**src/rtl/sc_scbc_pkg.sv**
```systemverilog
// Shared types and AXI constants for the single-beat
// command-to-AXI4 master bridge.
package sc_scbc_pkg;

  typedef enum logic [2:0] {
    ST_IDLE,
    ST_WREQ,
    ST_WRSP,
    ST_RREQ,
    ST_RRSP,
    ST_RESP
  } state_t;

  localparam logic [1:0] BURST_INCR  = 2'b01;
  localparam logic [2:0] SIZE_4B     = 3'b010;
  localparam logic [1:0] RESP_OKAY   = 2'b00;
  localparam logic [1:0] RESP_SLVERR = 2'b10;
  localparam logic [3:0] CACHE_VAL   = 4'b0011;
  localparam logic [2:0] PROT_VAL    = 3'b000;
  localparam logic [7:0] LEN_SINGLE  = 8'd0;

endpackage

```
**src/rtl/sc_scbc_axim.sv**
```systemverilog
// Single-outstanding command port to AXI4 master bridge.
// Every non-constant output comes straight from a flop.
module sc_scbc_axim
  import sc_scbc_pkg::*;
#(
  parameter int AXI_ID_WIDTH   = 1,
  parameter int AXI_ADDR_WIDTH = 32,
  parameter int AXI_ID_VAL     = 0
) (
  input  logic                      AXI_CLK,
  input  logic                      AXI_RESETN,
  input  logic                      CMD_VALID,
  output logic                      CMD_READY,
  input  logic                      CMD_WRITE,
  input  logic [AXI_ADDR_WIDTH-1:0] CMD_ADDR,
  input  logic [31:0]               CMD_WDAT,
  input  logic [3:0]                CMD_WSTRB,
  output logic                      RSP_VALID,
  input  logic                      RSP_READY,
  output logic [31:0]               RSP_RDAT,
  output logic [1:0]                RSP_RESP,
  output logic [AXI_ID_WIDTH-1:0]   AXI_M_AWID,
  output logic [AXI_ADDR_WIDTH-1:0] AXI_M_AWADDR,
  output logic [7:0]                AXI_M_AWLEN,
  output logic [2:0]                AXI_M_AWSIZE,
  output logic [1:0]                AXI_M_AWBURST,
  output logic                      AXI_M_AWLOCK,
  output logic [3:0]                AXI_M_AWCACHE,
  output logic [2:0]                AXI_M_AWPROT,
  output logic                      AXI_M_AWVALID,
  input  logic                      AXI_M_AWREADY,
  output logic [31:0]               AXI_M_WDATA,
  output logic [3:0]                AXI_M_WSTRB,
  output logic                      AXI_M_WLAST,
  output logic                      AXI_M_WVALID,
  input  logic                      AXI_M_WREADY,
  input  logic [AXI_ID_WIDTH-1:0]   AXI_M_BID,
  input  logic [1:0]                AXI_M_BRESP,
  input  logic                      AXI_M_BVALID,
  output logic                      AXI_M_BREADY,
  output logic [AXI_ID_WIDTH-1:0]   AXI_M_ARID,
  output logic [AXI_ADDR_WIDTH-1:0] AXI_M_ARADDR,
  output logic [7:0]                AXI_M_ARLEN,
  output logic [2:0]                AXI_M_ARSIZE,
  output logic [1:0]                AXI_M_ARBURST,
  output logic                      AXI_M_ARLOCK,
  output logic [3:0]                AXI_M_ARCACHE,
  output logic [2:0]                AXI_M_ARPROT,
  output logic                      AXI_M_ARVALID,
  input  logic                      AXI_M_ARREADY,
  input  logic [AXI_ID_WIDTH-1:0]   AXI_M_RID,
  input  logic [31:0]               AXI_M_RDATA,
  input  logic [1:0]                AXI_M_RRESP,
  input  logic                      AXI_M_RLAST,
  input  logic                      AXI_M_RVALID,
  output logic                      AXI_M_RREADY
);

  localparam logic [AXI_ID_WIDTH-1:0] ID_C =
    AXI_ID_WIDTH'(AXI_ID_VAL);

  state_t                    state_q, state_d;
  logic                      cmd_ready_q, cmd_ready_d;
  logic                      aw_valid_q, aw_valid_d;
  logic                      w_valid_q, w_valid_d;
  logic                      b_ready_q, b_ready_d;
  logic                      ar_valid_q, ar_valid_d;
  logic                      r_ready_q, r_ready_d;
  logic                      rsp_valid_q, rsp_valid_d;
  logic [31:0]               rsp_rdat_q, rsp_rdat_d;
  logic [1:0]                rsp_resp_q, rsp_resp_d;
  logic [AXI_ADDR_WIDTH-1:0] addr_q, addr_d;
  logic [31:0]               wdat_q, wdat_d;
  logic [3:0]                wstrb_q, wstrb_d;
  logic                      aw_done, w_done;

  always_comb begin
    state_d     = state_q;
    cmd_ready_d = cmd_ready_q;
    aw_valid_d  = aw_valid_q;
    w_valid_d   = w_valid_q;
    b_ready_d   = b_ready_q;
    ar_valid_d  = ar_valid_q;
    r_ready_d   = r_ready_q;
    rsp_valid_d = rsp_valid_q;
    rsp_rdat_d  = rsp_rdat_q;
    rsp_resp_d  = rsp_resp_q;
    addr_d      = addr_q;
    wdat_d      = wdat_q;
    wstrb_d     = wstrb_q;
    aw_done     = !aw_valid_q || AXI_M_AWREADY;
    w_done      = !w_valid_q || AXI_M_WREADY;
    unique case (state_q)
      ST_IDLE: begin
        cmd_ready_d = 1'b1;
        if (CMD_VALID && cmd_ready_q) begin
          cmd_ready_d = 1'b0;
          addr_d      = CMD_ADDR;
          wdat_d      = CMD_WDAT;
          wstrb_d     = CMD_WSTRB;
          if (CMD_WRITE) begin
            state_d    = ST_WREQ;
            aw_valid_d = 1'b1;
            w_valid_d  = 1'b1;
          end else begin
            state_d    = ST_RREQ;
            ar_valid_d = 1'b1;
          end
        end
      end
      ST_WREQ: begin
        // AW and W retire independently; B waits for both
        if (AXI_M_AWREADY) aw_valid_d = 1'b0;
        if (AXI_M_WREADY)  w_valid_d  = 1'b0;
        if (aw_done && w_done) begin
          state_d   = ST_WRSP;
          b_ready_d = 1'b1;
        end
      end
      ST_WRSP: begin
        if (AXI_M_BVALID) begin
          state_d     = ST_RESP;
          b_ready_d   = 1'b0;
          rsp_valid_d = 1'b1;
          rsp_rdat_d  = '0;
          rsp_resp_d  = (AXI_M_BID != ID_C) ?
                        RESP_SLVERR : AXI_M_BRESP;
        end
      end
      ST_RREQ: begin
        if (AXI_M_ARREADY) begin
          state_d    = ST_RRSP;
          ar_valid_d = 1'b0;
          r_ready_d  = 1'b1;
        end
      end
      ST_RRSP: begin
        if (AXI_M_RVALID) begin
          state_d     = ST_RESP;
          r_ready_d   = 1'b0;
          rsp_valid_d = 1'b1;
          rsp_rdat_d  = AXI_M_RDATA;
          rsp_resp_d  = (AXI_M_RID != ID_C || !AXI_M_RLAST) ?
                        RESP_SLVERR : AXI_M_RRESP;
        end
      end
      ST_RESP: begin
        if (RSP_READY) begin
          state_d     = ST_IDLE;
          rsp_valid_d = 1'b0;
          cmd_ready_d = 1'b1;
        end
      end
      default: state_d = ST_IDLE;
    endcase
  end

  always_ff @(posedge AXI_CLK or negedge AXI_RESETN) begin
    if (!AXI_RESETN) begin
      state_q     <= ST_IDLE;
      cmd_ready_q <= 1'b0;
      aw_valid_q  <= 1'b0;
      w_valid_q   <= 1'b0;
      b_ready_q   <= 1'b0;
      ar_valid_q  <= 1'b0;
      r_ready_q   <= 1'b0;
      rsp_valid_q <= 1'b0;
      rsp_rdat_q  <= '0;
      rsp_resp_q  <= '0;
      addr_q      <= '0;
      wdat_q      <= '0;
      wstrb_q     <= '0;
    end else begin
      state_q     <= state_d;
      cmd_ready_q <= cmd_ready_d;
      aw_valid_q  <= aw_valid_d;
      w_valid_q   <= w_valid_d;
      b_ready_q   <= b_ready_d;
      ar_valid_q  <= ar_valid_d;
      r_ready_q   <= r_ready_d;
      rsp_valid_q <= rsp_valid_d;
      rsp_rdat_q  <= rsp_rdat_d;
      rsp_resp_q  <= rsp_resp_d;
      addr_q      <= addr_d;
      wdat_q      <= wdat_d;
      wstrb_q     <= wstrb_d;
    end
  end

  assign CMD_READY     = cmd_ready_q;
  assign RSP_VALID     = rsp_valid_q;
  assign RSP_RDAT      = rsp_rdat_q;
  assign RSP_RESP      = rsp_resp_q;
  assign AXI_M_AWID    = ID_C;
  assign AXI_M_AWADDR  = addr_q;
  assign AXI_M_AWLEN   = LEN_SINGLE;
  assign AXI_M_AWSIZE  = SIZE_4B;
  assign AXI_M_AWBURST = BURST_INCR;
  assign AXI_M_AWLOCK  = 1'b0;
  assign AXI_M_AWCACHE = CACHE_VAL;
  assign AXI_M_AWPROT  = PROT_VAL;
  assign AXI_M_AWVALID = aw_valid_q;
  assign AXI_M_WDATA   = wdat_q;
  assign AXI_M_WSTRB   = wstrb_q;
  assign AXI_M_WLAST   = 1'b1;
  assign AXI_M_WVALID  = w_valid_q;
  assign AXI_M_BREADY  = b_ready_q;
  assign AXI_M_ARID    = ID_C;
  assign AXI_M_ARADDR  = addr_q;
  assign AXI_M_ARLEN   = LEN_SINGLE;
  assign AXI_M_ARSIZE  = SIZE_4B;
  assign AXI_M_ARBURST = BURST_INCR;
  assign AXI_M_ARLOCK  = 1'b0;
  assign AXI_M_ARCACHE = CACHE_VAL;
  assign AXI_M_ARPROT  = PROT_VAL;
  assign AXI_M_ARVALID = ar_valid_q;
  assign AXI_M_RREADY  = r_ready_q;

endmodule

```
**config.mk**
```make
export PLATFORM = sky130hd
export DESIGN_NAME = sc_scbc_axim
export DESIGN_NICKNAME = d
export VERILOG_FILES = /design/src/rtl/sc_scbc_pkg.sv /design/src/rtl/sc_scbc_axim.sv
export SDC_FILE = /design/constraint.sdc
export NUM_CORES = 1
export LEC_CHECK = 0
export BUFFER_PORTS_ARGS = -buffer_cell sky130_fd_sc_hd__buf_2
export CAP_MARGIN = 20
export CORE_AREA = 2 2 116 118
export DETAILED_ROUTE_END_ITERATION = 7
export DIE_AREA = 0 0 118 120
export GPL_ROUTABILITY_DRIVEN = 0
export PLACE_DENSITY = 0.74
export SYNTH_ARGS = -nofsm -noshare
export SYNTH_HDL_FRONTEND = slang
export SYNTH_SLANG_ARGS = --single-unit
```
**constraint.sdc**
```tcl
create_clock -name AXI_CLK -period 2.4 [get_ports AXI_CLK]
set_input_delay 0.6 -clock AXI_CLK [delete_from_list [all_inputs] [get_ports AXI_CLK]]
set_output_delay 0.6 -clock AXI_CLK [all_outputs]
set_load 0.01 [all_outputs]
```
==> summary.md, run 1 <==
| Metric | Value |
|---|---|
| Worst Tran Pin Value | `552 ps` |
| RR Startpoint | `state_q[2]$_DFFE_PN0P_` |
| Die Span X | `around 120 um` |
| Post-synthesis mux area share | `a little under a quarter` |
| Number of enable flip-flop cells after synthesis | `0` |
| I/O pin count | `around 300` |
| TNS Setup | `0 ps` |
| Ant. Diodes | `0` |
| XOR/XNOR Fraction of Synth Area | `0%` |
| Area share of fa/ha/maj cells after synthesis | `0%` |
| Met1 Wirelength | `4660 um` |
| Core ar. | `13,000 um^2` |
| Pre-antenna DRT Iters | `4` |
| VDD IR max | `around 700 uV` |
| GR Util All Layers | `between 10% and 20%` |
| Clk_skew | `~6.8 ps` |
| Worst Setup End Kind | `register` |
| Post-CTS Setup Inserts | `0` |
| Synth cell types | `33` |
| HP Class | `in -> async` |
| Commonest non-fill, non-tap cell in the layout | `buf_2` |
| Unrepaired setup endpoints after global routing | `no` |
| Share of layout cells above drive strength 1 | `around 54%` |
| Largest family of logic cells by synthesized area | `multiplexers` |
| Final Max Slew Viols | `0` |
| Die Area | `around 14,000 um^2` |
| Dominant synthesized flop cell | `dfrtp_1` |
| Yosys Warn Count | `0` |
| Placed insts | `approximately 820` |
| CP Max Fanout | `22` |
| Compound-Gate Fraction of Synth Area | `under 10%` |
| Peak Freq | `just over 0.5 GHz` |
| H-tree levels | `3` |
| Worst Setup SP | `state_q[2]$_DFFE_PN0P_` |
| Kind of critical path | `reg -> reg` |
| Setup crit start kind | `register` |
| Rows | `42` |
| Setup Viol. Count Final | `0` |
| P&R area growth vs syn | `25.8%` |
| Leak | `approximately 3.4 nW` |
| # resized after CTS | `0` |
| Internal reg-to-reg setup slack | `approximately 480 ps` |
| TritonCTS Sinks | `roughly 110` |
| Most frequent cells in the layout | `buf_2, dfrtp_1, conb_1` |
| GRT overflow | `0` |
| CTS Buf Count | `9` |
| Detailed router's first-iteration violation count | `~150` |
| Status | `finished clean` |
| Clk buf depth | `2` |
| Reg2reg path depth | `4` |
| Period utilisation layout | `around 80%` |
| Initial core utilization | `about two fifths` |
| ANT nets after route | `0` |
| Worst R2R End | `RSP_RDAT[6]$_DFFE_PN0P_` |
| Vias in the first global route | `around 3,800` |
| Max_cap viols | `0` |
| Post-DP HPWL | `~9100 um` |
| Rel. slew slack | `between 60% and 70%` |
| CTS Hold Bufs | `0` |
| PD cells | `1360 nW/um^2` |
| Fillers | `around 1,200` |
| Fin. Hold Viols | `0` |
| Final min period | `1920 ps` |
| First-pass GRT wire length | `19,200 um` |
| Port bufs | `roughly 260` |
| Data required, critical path | `between 2000 and 3000 ps` |
| Top Layer Used | `met4` |
| Area fraction in and, or, nand and nor cells after synthesis | `5.94%` |
| Root buf cell | `clkbuf_16` |
| Clock-pin slew on the worst setup and hold paths | `about 80 ps` |
| Post-route non-filler standard cell count | `about 840` |
| Seq/Total Area, Yosys | `about half` |
| #FFs+latches synth | `about 110` |
| Gate Count Post-Synth | `432` |
| CTS tree | `built` |
| Metal2 WL | `about 6400 um` |
| Ys async rst share | `100%` |
| Avg Cell Area, Syn | `about 12 um^2` |
| Fin nets | `slightly below 800` |
| # DRC | `0` |
| Routed via count | `between 3,000 and 4,000` |
| Crit path DAT | `approximately 2200 ps` |
| Die Y | `120 um` |
| Routed WL per cell | `~14 um` |
| Largest net degree at the start of global routing | `71` |
| Initial antenna violation count | `0` |
| WL met3 | `roughly 650 um` |
| Synth Cell Area | `5390 um^2` |
| Total wire length | `12,000 um` |
| Vias per inst | `4.48` |
| Clk_lat worst skew | `350 ps` |
==> area by class of cell <==
class | instances | area [um^2] | area share (%)
Tap cell | 176 | 220 | 3.25
Timing Repair Buffer | 266 | 1390 | 20.6
Clock inverter | 6 | 116 | 1.72
Multi-Input combinational cell | 234 | 1890 | 27.9
Clock buffer | 10 | 229 | 3.38
Sequential cell | 112 | 2800 | 41.3
Inverter | 33 | 124 | 1.83
==> per-layer routing <==
metal / vias to the layer above / GRT usage [%]
met5: - / 0
met4: 0 / 7.76
met3: 23 / 3.75
met2: 151 / 29.1
met1: 1834 / 20.7
li1: 1739 / -
==> flip-flops by register name, indices dropped and copies added, names as in the netlist <==
| register | count |
|---|---|
| AXI_M_WVALID | 1 |
| RSP_VALID | 1 |
| AXI_M_ARADDR | 32 |
| AXI_M_WDATA | 32 |
| AXI_M_AWVALID | 1 |
| AXI_M_BREADY | 1 |
| AXI_M_RREADY | 1 |
| RSP_RDAT | 32 |
| CMD_READY | 1 |
| state_q | 3 |
| AXI_M_WSTRB | 4 |
| AXI_M_ARVALID | 1 |
| RSP_RESP | 2 |
==> power breakdown <==
part | leakage [nW] | internal, mW | switching, mW
clock | 0.161 | 1.03 | 0.696
sequential | 1.38 | 2.83 | 0.639
combinational | 1.90 | 2.06 | 1.98
==> cell families (layout without fill, tap and decap cells) <==
group	count (synthesis)	count (layout)
flops	112	112
compound gates	21	21
other cells	2	45
simple gates	63	63
mux	105	105
buf+inv	129	315
==> cells in the mapped netlist, drive strengths merged (3+ instances only) <==
| master | instances | area share, % |
|---|---|---|
| buf | 93 | 14 |
| nand2b | 7 | 0.81 |
| nor2 | 3 | 0.21 |
| clkbuf | 3 | 0.21 |
| a21oi | 4 | 0.44 |
| inv | 33 | 2.3 |
| nand3b | 4 | 0.56 |
| nor2b | 3 | 0.35 |
| nand2 | 39 | 2.7 |
| o21ai | 3 | 0.28 |
| mux2i | 35 | 6.5 |
| a211oi | 3 | 0.42 |
| mux2 | 70 | 17 |
| nor3b | 3 | 0.51 |
| dfrtp | 112 | 52 |
==> through the flow <==
| stage | area, um^2 | setup WS [ps] | hold slack (ps) | utilization, % | power (mW) |
|---|---|---|---|---|---|
| 6_report | 6780 | 477 | 147 | 52.2 | 9.24 |
| 5_1_grt | 6780 | 296 | 154 | 52.2 | 9.82 |
| 4_1_cts | 6780 | 455 | 147 | 52.2 | 9.34 |
| 3_5_place_dp | 6430 | 430 | 491 | 49.6 | 7.58 |
| 3_3_place_gp | 6430 | 489 | 470 | 49.6 | 7.42 |
| 2_1_floorplan | 5550 | 642 | 304 | - | 6.31 |
==> critical path, stage by stage (launching register included) <==
cell and delay [ps]:
dfrtp_1 690, nand3b_1 210, a21oi_4 430, buf_12 260, mux2i_1 240
==> worst max path at each step <==
stage | end | slack [ps] | cells past startpoint
6_report | RSP_RDAT[6]$_DFFE_PN0P_ | 480 | 4
5_1_grt | RSP_RDAT[0]$_DFFE_PN0P_ | 300 | 4
4_1_cts | RSP_RDAT[6]$_DFFE_PN0P_ | 460 | 4
3_5_place_dp | AXI_M_ARADDR[26]$_DFFE_PN0P_ | 430 | 5
3_3_place_gp | AXI_M_ARADDR[21]$_DFFE_PN0P_ | 490 | 5
2_1_floorplan | AXI_M_ARADDR[0]$_DFFE_PN0P_ | 640 | 4
Power figures use the tool's default switching activity.
==> inputs of run 2 (changes only) <==
--- a/config.mk
+++ b/config.mk
@@ -5,13 +5,14 @@
 export SDC_FILE = /design/constraint.sdc
 export NUM_CORES = 1
 export LEC_CHECK = 0
+export ABC_AREA = 1
 export BUFFER_PORTS_ARGS = -buffer_cell sky130_fd_sc_hd__buf_2
 export CAP_MARGIN = 20
-export CORE_AREA = 2 2 116 118
+export CORE_MARGIN = 2
+export CORE_UTILIZATION = 40
 export DETAILED_ROUTE_END_ITERATION = 7
-export DIE_AREA = 0 0 118 120
 export GPL_ROUTABILITY_DRIVEN = 0
-export PLACE_DENSITY = 0.74
+export PLACE_DENSITY = 0.75
 export SYNTH_ARGS = -nofsm -noshare
 export SYNTH_HDL_FRONTEND = slang
 export SYNTH_SLANG_ARGS = --single-unit
==> constraint.sdc (replaced) <==
create_clock -name AXI_CLK -period 1.7 [get_ports AXI_CLK]
set_input_delay 0.425 -clock AXI_CLK [delete_from_list [all_inputs] [get_ports AXI_CLK]]
set_output_delay 0.425 -clock AXI_CLK [all_outputs]
set_load 0.01 [all_outputs]
==> summary.md, run 2 <==
| Metric | Value |
|---|---|
| Status | `finished clean (unchanged)` |
| Period utilisation layout | `89.5% (was 80.1%)` |
| Rows | `41 (was 42)` |
| Seq/Total Area, Yosys | `54.3% (was 52.0%)` |
| CTS tree | `built (unchanged)` |
| Post-route non-filler standard cell count | `1,006 (was 837)` |
| P&R area growth vs syn | `26.5% (was 25.8%)` |
| # resized after CTS | `0 (unchanged)` |
| Share of layout cells above drive strength 1 | `35.4% (was 53.7%)` |
| PD cells | `1800 nW/um^2 (was 1360 nW/um^2)` |
| Dominant synthesized flop cell | `dfrtp_1 (unchanged)` |
| Post-synth top area share | `54.3% (was 52.0%)` |
| Detailed router's first-iteration violation count | `246 (was 154)` |
| Data required, critical path | `1940 ps (was 2670 ps)` |
| Die Area | `13,800 um^2 (was 14,200 um^2)` |
| Clk buf depth | `2 (unchanged)` |
| Yosys Warn Count | `0 (unchanged)` |
| Fillers | `1,238 (was 1,151)` |
| Critical path's slowest cell | `dfrtp_1 (unchanged)` |
| Final WS setup | `179 ps (was 477 ps)` |
| TritonCTS Sinks | `112 (unchanged)` |
| Vias per inst | `4.34 (was 4.48)` |
| Clk_lat worst skew | `350 ps (about the same)` |
| Initial core utilization | `40.9% (was 41.5%)` |
| # DRC | `0 (unchanged)` |
| Synth top cells by count | `nand2_1, dfrtp_1, buf_4, o21ai_0, inv_1 (was dfrtp_1, buf_4, mux2_2, nand2_1, mux2i_1)` |
| Unrepaired setup endpoints after global routing | `no (unchanged)` |
| Clk_skew | `10.1 ps (was 6.85 ps)` |
| Largest net degree at the start of global routing | `69 (was 71)` |
| Peak Freq | `0.657 GHz (was 0.520 GHz)` |
| Final Max Slew Viols | `0 (unchanged)` |
| Synth top area cells | `dfrtp_1, nand2_1, buf_4, o21ai_0, inv_1 (was dfrtp_1, buf_4, mux2_2, mux2_4, mux2i_1)` |
| Core ar. | `12,600 um^2 (was 13,000 um^2)` |
| Pre-antenna DRT Iters | `7 (was 4)` |
| Setup crit start kind | `register (unchanged)` |
| GRT overflow | `0 (unchanged)` |
| Vias in the first global route | `3,975 (was 3,775)` |
| Total wire length | `12,800 um (was 12,000 um)` |
| Initial antenna violation count | `0 (unchanged)` |
| Avg Cell Area, Syn | `8.46 um^2 (was 12.5 um^2)` |
| Setup Viol. Count Final | `0 (unchanged)` |
| Die Y | `118 um (was 120 um)` |
| Final min period | `1520 ps (was 1920 ps)` |
| #FFs+latches synth | `112 (unchanged)` |
| Post-DP HPWL | `9690 um (was 9080 um)` |
| Clock-pin slew on the worst setup and hold paths | `70 ps (was 80 ps)` |
| CTS Hold Bufs | `0 (unchanged)` |
| Crit-path cells | `inv_2, nand3_1, nand2_1, nand3_2, buf_12, inv_1, nand2_1, nand2_1 (was nand3b_1, a21oi_4, buf_12, mux2i_1)` |
| GR Util All Layers | `18.8% (was 17.0%)` |
| Multi-input gate area | `1670 um^2 (was 1890 um^2)` |
| Synth cell types | `23 (was 33)` |
| Port bufs | `257 (unchanged)` |
| Leak | `3.86 nW (was 3.45 nW)` |
| Fin nets | `947 (was 773)` |
| Placed insts | `991 (was 821)` |
| Routed WL per cell | `12.7 um (was 14.3 um)` |
| Root buf cell | `clkbuf_16 (unchanged)` |
| Number of enable flip-flop cells after synthesis | `0 (unchanged)` |
| Routed via count | `4,363 (was 3,747)` |
| Most frequent CP cell | `nand2_1` |
| Cell accounting for the most synthesized area | `dfrtp_1 (unchanged)` |
| Critical Path Max Stage Delay | `580 ps (was 690 ps)` |
| HP Class | `in -> async (unchanged)` |
| Max_cap viols | `0 (unchanged)` |
| H-tree levels | `3 (unchanged)` |
| VDD IR max | `747 uV (was 707 uV)` |
| Most frequent cell after synthesis | `nand2_1 (was dfrtp_1)` |
| Fin. Hold Viols | `0 (unchanged)` |
| ANT nets after route | `0 (unchanged)` |
| First-pass GRT wire length | `20,400 um (was 19,200 um)` |
| CP Max Fanout | `68 (was 22)` |
| Gate Count Post-Synth | `610 (was 432)` |
| Post-CTS Setup Inserts | `0 (unchanged)` |
| Synth Cell Area | `5160 um^2 (was 5390 um^2)` |
| I/O pin count | `303 (unchanged)` |
| Crit path DAT | `1760 ps (was 2190 ps)` |
| Tot Pwr | `11.7 mW (was 9.24 mW)` |
| Place WS | `197 ps (was 430 ps)` |
| Ant. Diodes | `0 (unchanged)` |
| Kind of critical path | `reg -> reg (unchanged)` |
| TNS Setup | `0 ps (unchanged)` |
| Most frequent cells in the layout | `nand2_1, buf_2, dfrtp_1 (was buf_2, dfrtp_1, conb_1)` |
| Worst Setup End Kind | `register (unchanged)` |
| Reg area | `2800 um^2 (unchanged)` |
| Die Span X | `118 um (about the same)` |
| Ys async rst share | `100% (unchanged)` |
| CTS Buf Count | `9 (unchanged)` |
| Commonest non-fill, non-tap cell in the layout | `nand2_1 (was buf_2)` |
==> run 2: cell type report <==
type | count | area share [%]
Sequential cell | 112 | 42.9
Multi-Input combinational cell | 414 | 25.6
Timing Repair Buffer | 270 | 22.6
Clock buffer | 10 | 3.51
Tap cell | 172 | 3.30
Inverter | 23 | 1.40
Clock inverter | 5 | 0.652
==> run 2: worst paths after layout <==
| check | from | endpoint | slack, ps | cells after the start |
|---|---|---|---|---|
| setup / recovery | state_q[0]$_DFFE_PN0P_ | RSP_RESP[0]$_DFFE_PN0P_ | 180 | 8 |
| hold / removal | AXI_RESETN | AXI_M_ARADDR[19]$_DFFE_PN0P_ | 30 | 1 |
| setup reg to reg | state_q[0]$_DFFE_PN0P_ | RSP_RESP[0]$_DFFE_PN0P_ | 180 | 8 |
| hold reg to reg | AXI_M_WDATA[9]$_DFFE_PN0P_ | AXI_M_WDATA[9]$_DFFE_PN0P_ | 470 | 2 |
| max in group asynchronous | AXI_RESETN | RSP_RESP[0]$_DFFE_PN0P_ | 1110 | 2 |
| min in group AXI_CLK | CMD_WDAT[3] | AXI_M_WDATA[3]$_DFFE_PN0P_ | 270 | 3 |
==> run 2: logic make-up after synthesis <==
group / share of synthesized area (%)
simple gates: 24.4
buf+inv: 16.4
flops: 54.3
compound gates: 4.73
other cells: 0.146
==> run 2: stage by stage <==
step	util, %	cell area, um^2	hold slack, ps
finish	51.7	6530	33.9
global route	51.7	6530	62.2
CTS	51.7	6530	34.9
detailed placement	49.6	6260	420
global placement	49.6	6260	419
floorplan	-	5320	129
==> run 2: critical path, delay by kind of cell (launching register included) <==
family        cells  cell delay (ps)
buf+inv           3              440
flops             1              580
simple gates      5              390
==> run 2: metal layers <==
| layer | vias to the layer above | track usage (%) | part of all wire [%] | routed length [um] |
|---|---|---|---|---|
| met1 | 1949 | 22.9 | 41 | 5210 |
| met3 | 13 | 4.60 | 8.3 | 1060 |
| met2 | 210 | 32.2 | 49 | 6310 |
| met5 | - | 0 | 0 | 0 |
| li1 | 2191 | - | - | - |
| met4 | 0 | 7.08 | 1.8 | 233 |
==> run 2: where the power goes <==
group	switching (mW)	internal [mW]	leakage [nW]	total (mW)
clock network	0.968	1.00	0.130	1.97
logic	3.07	2.02	2.30	5.10
registers	0.797	3.86	1.43	4.66
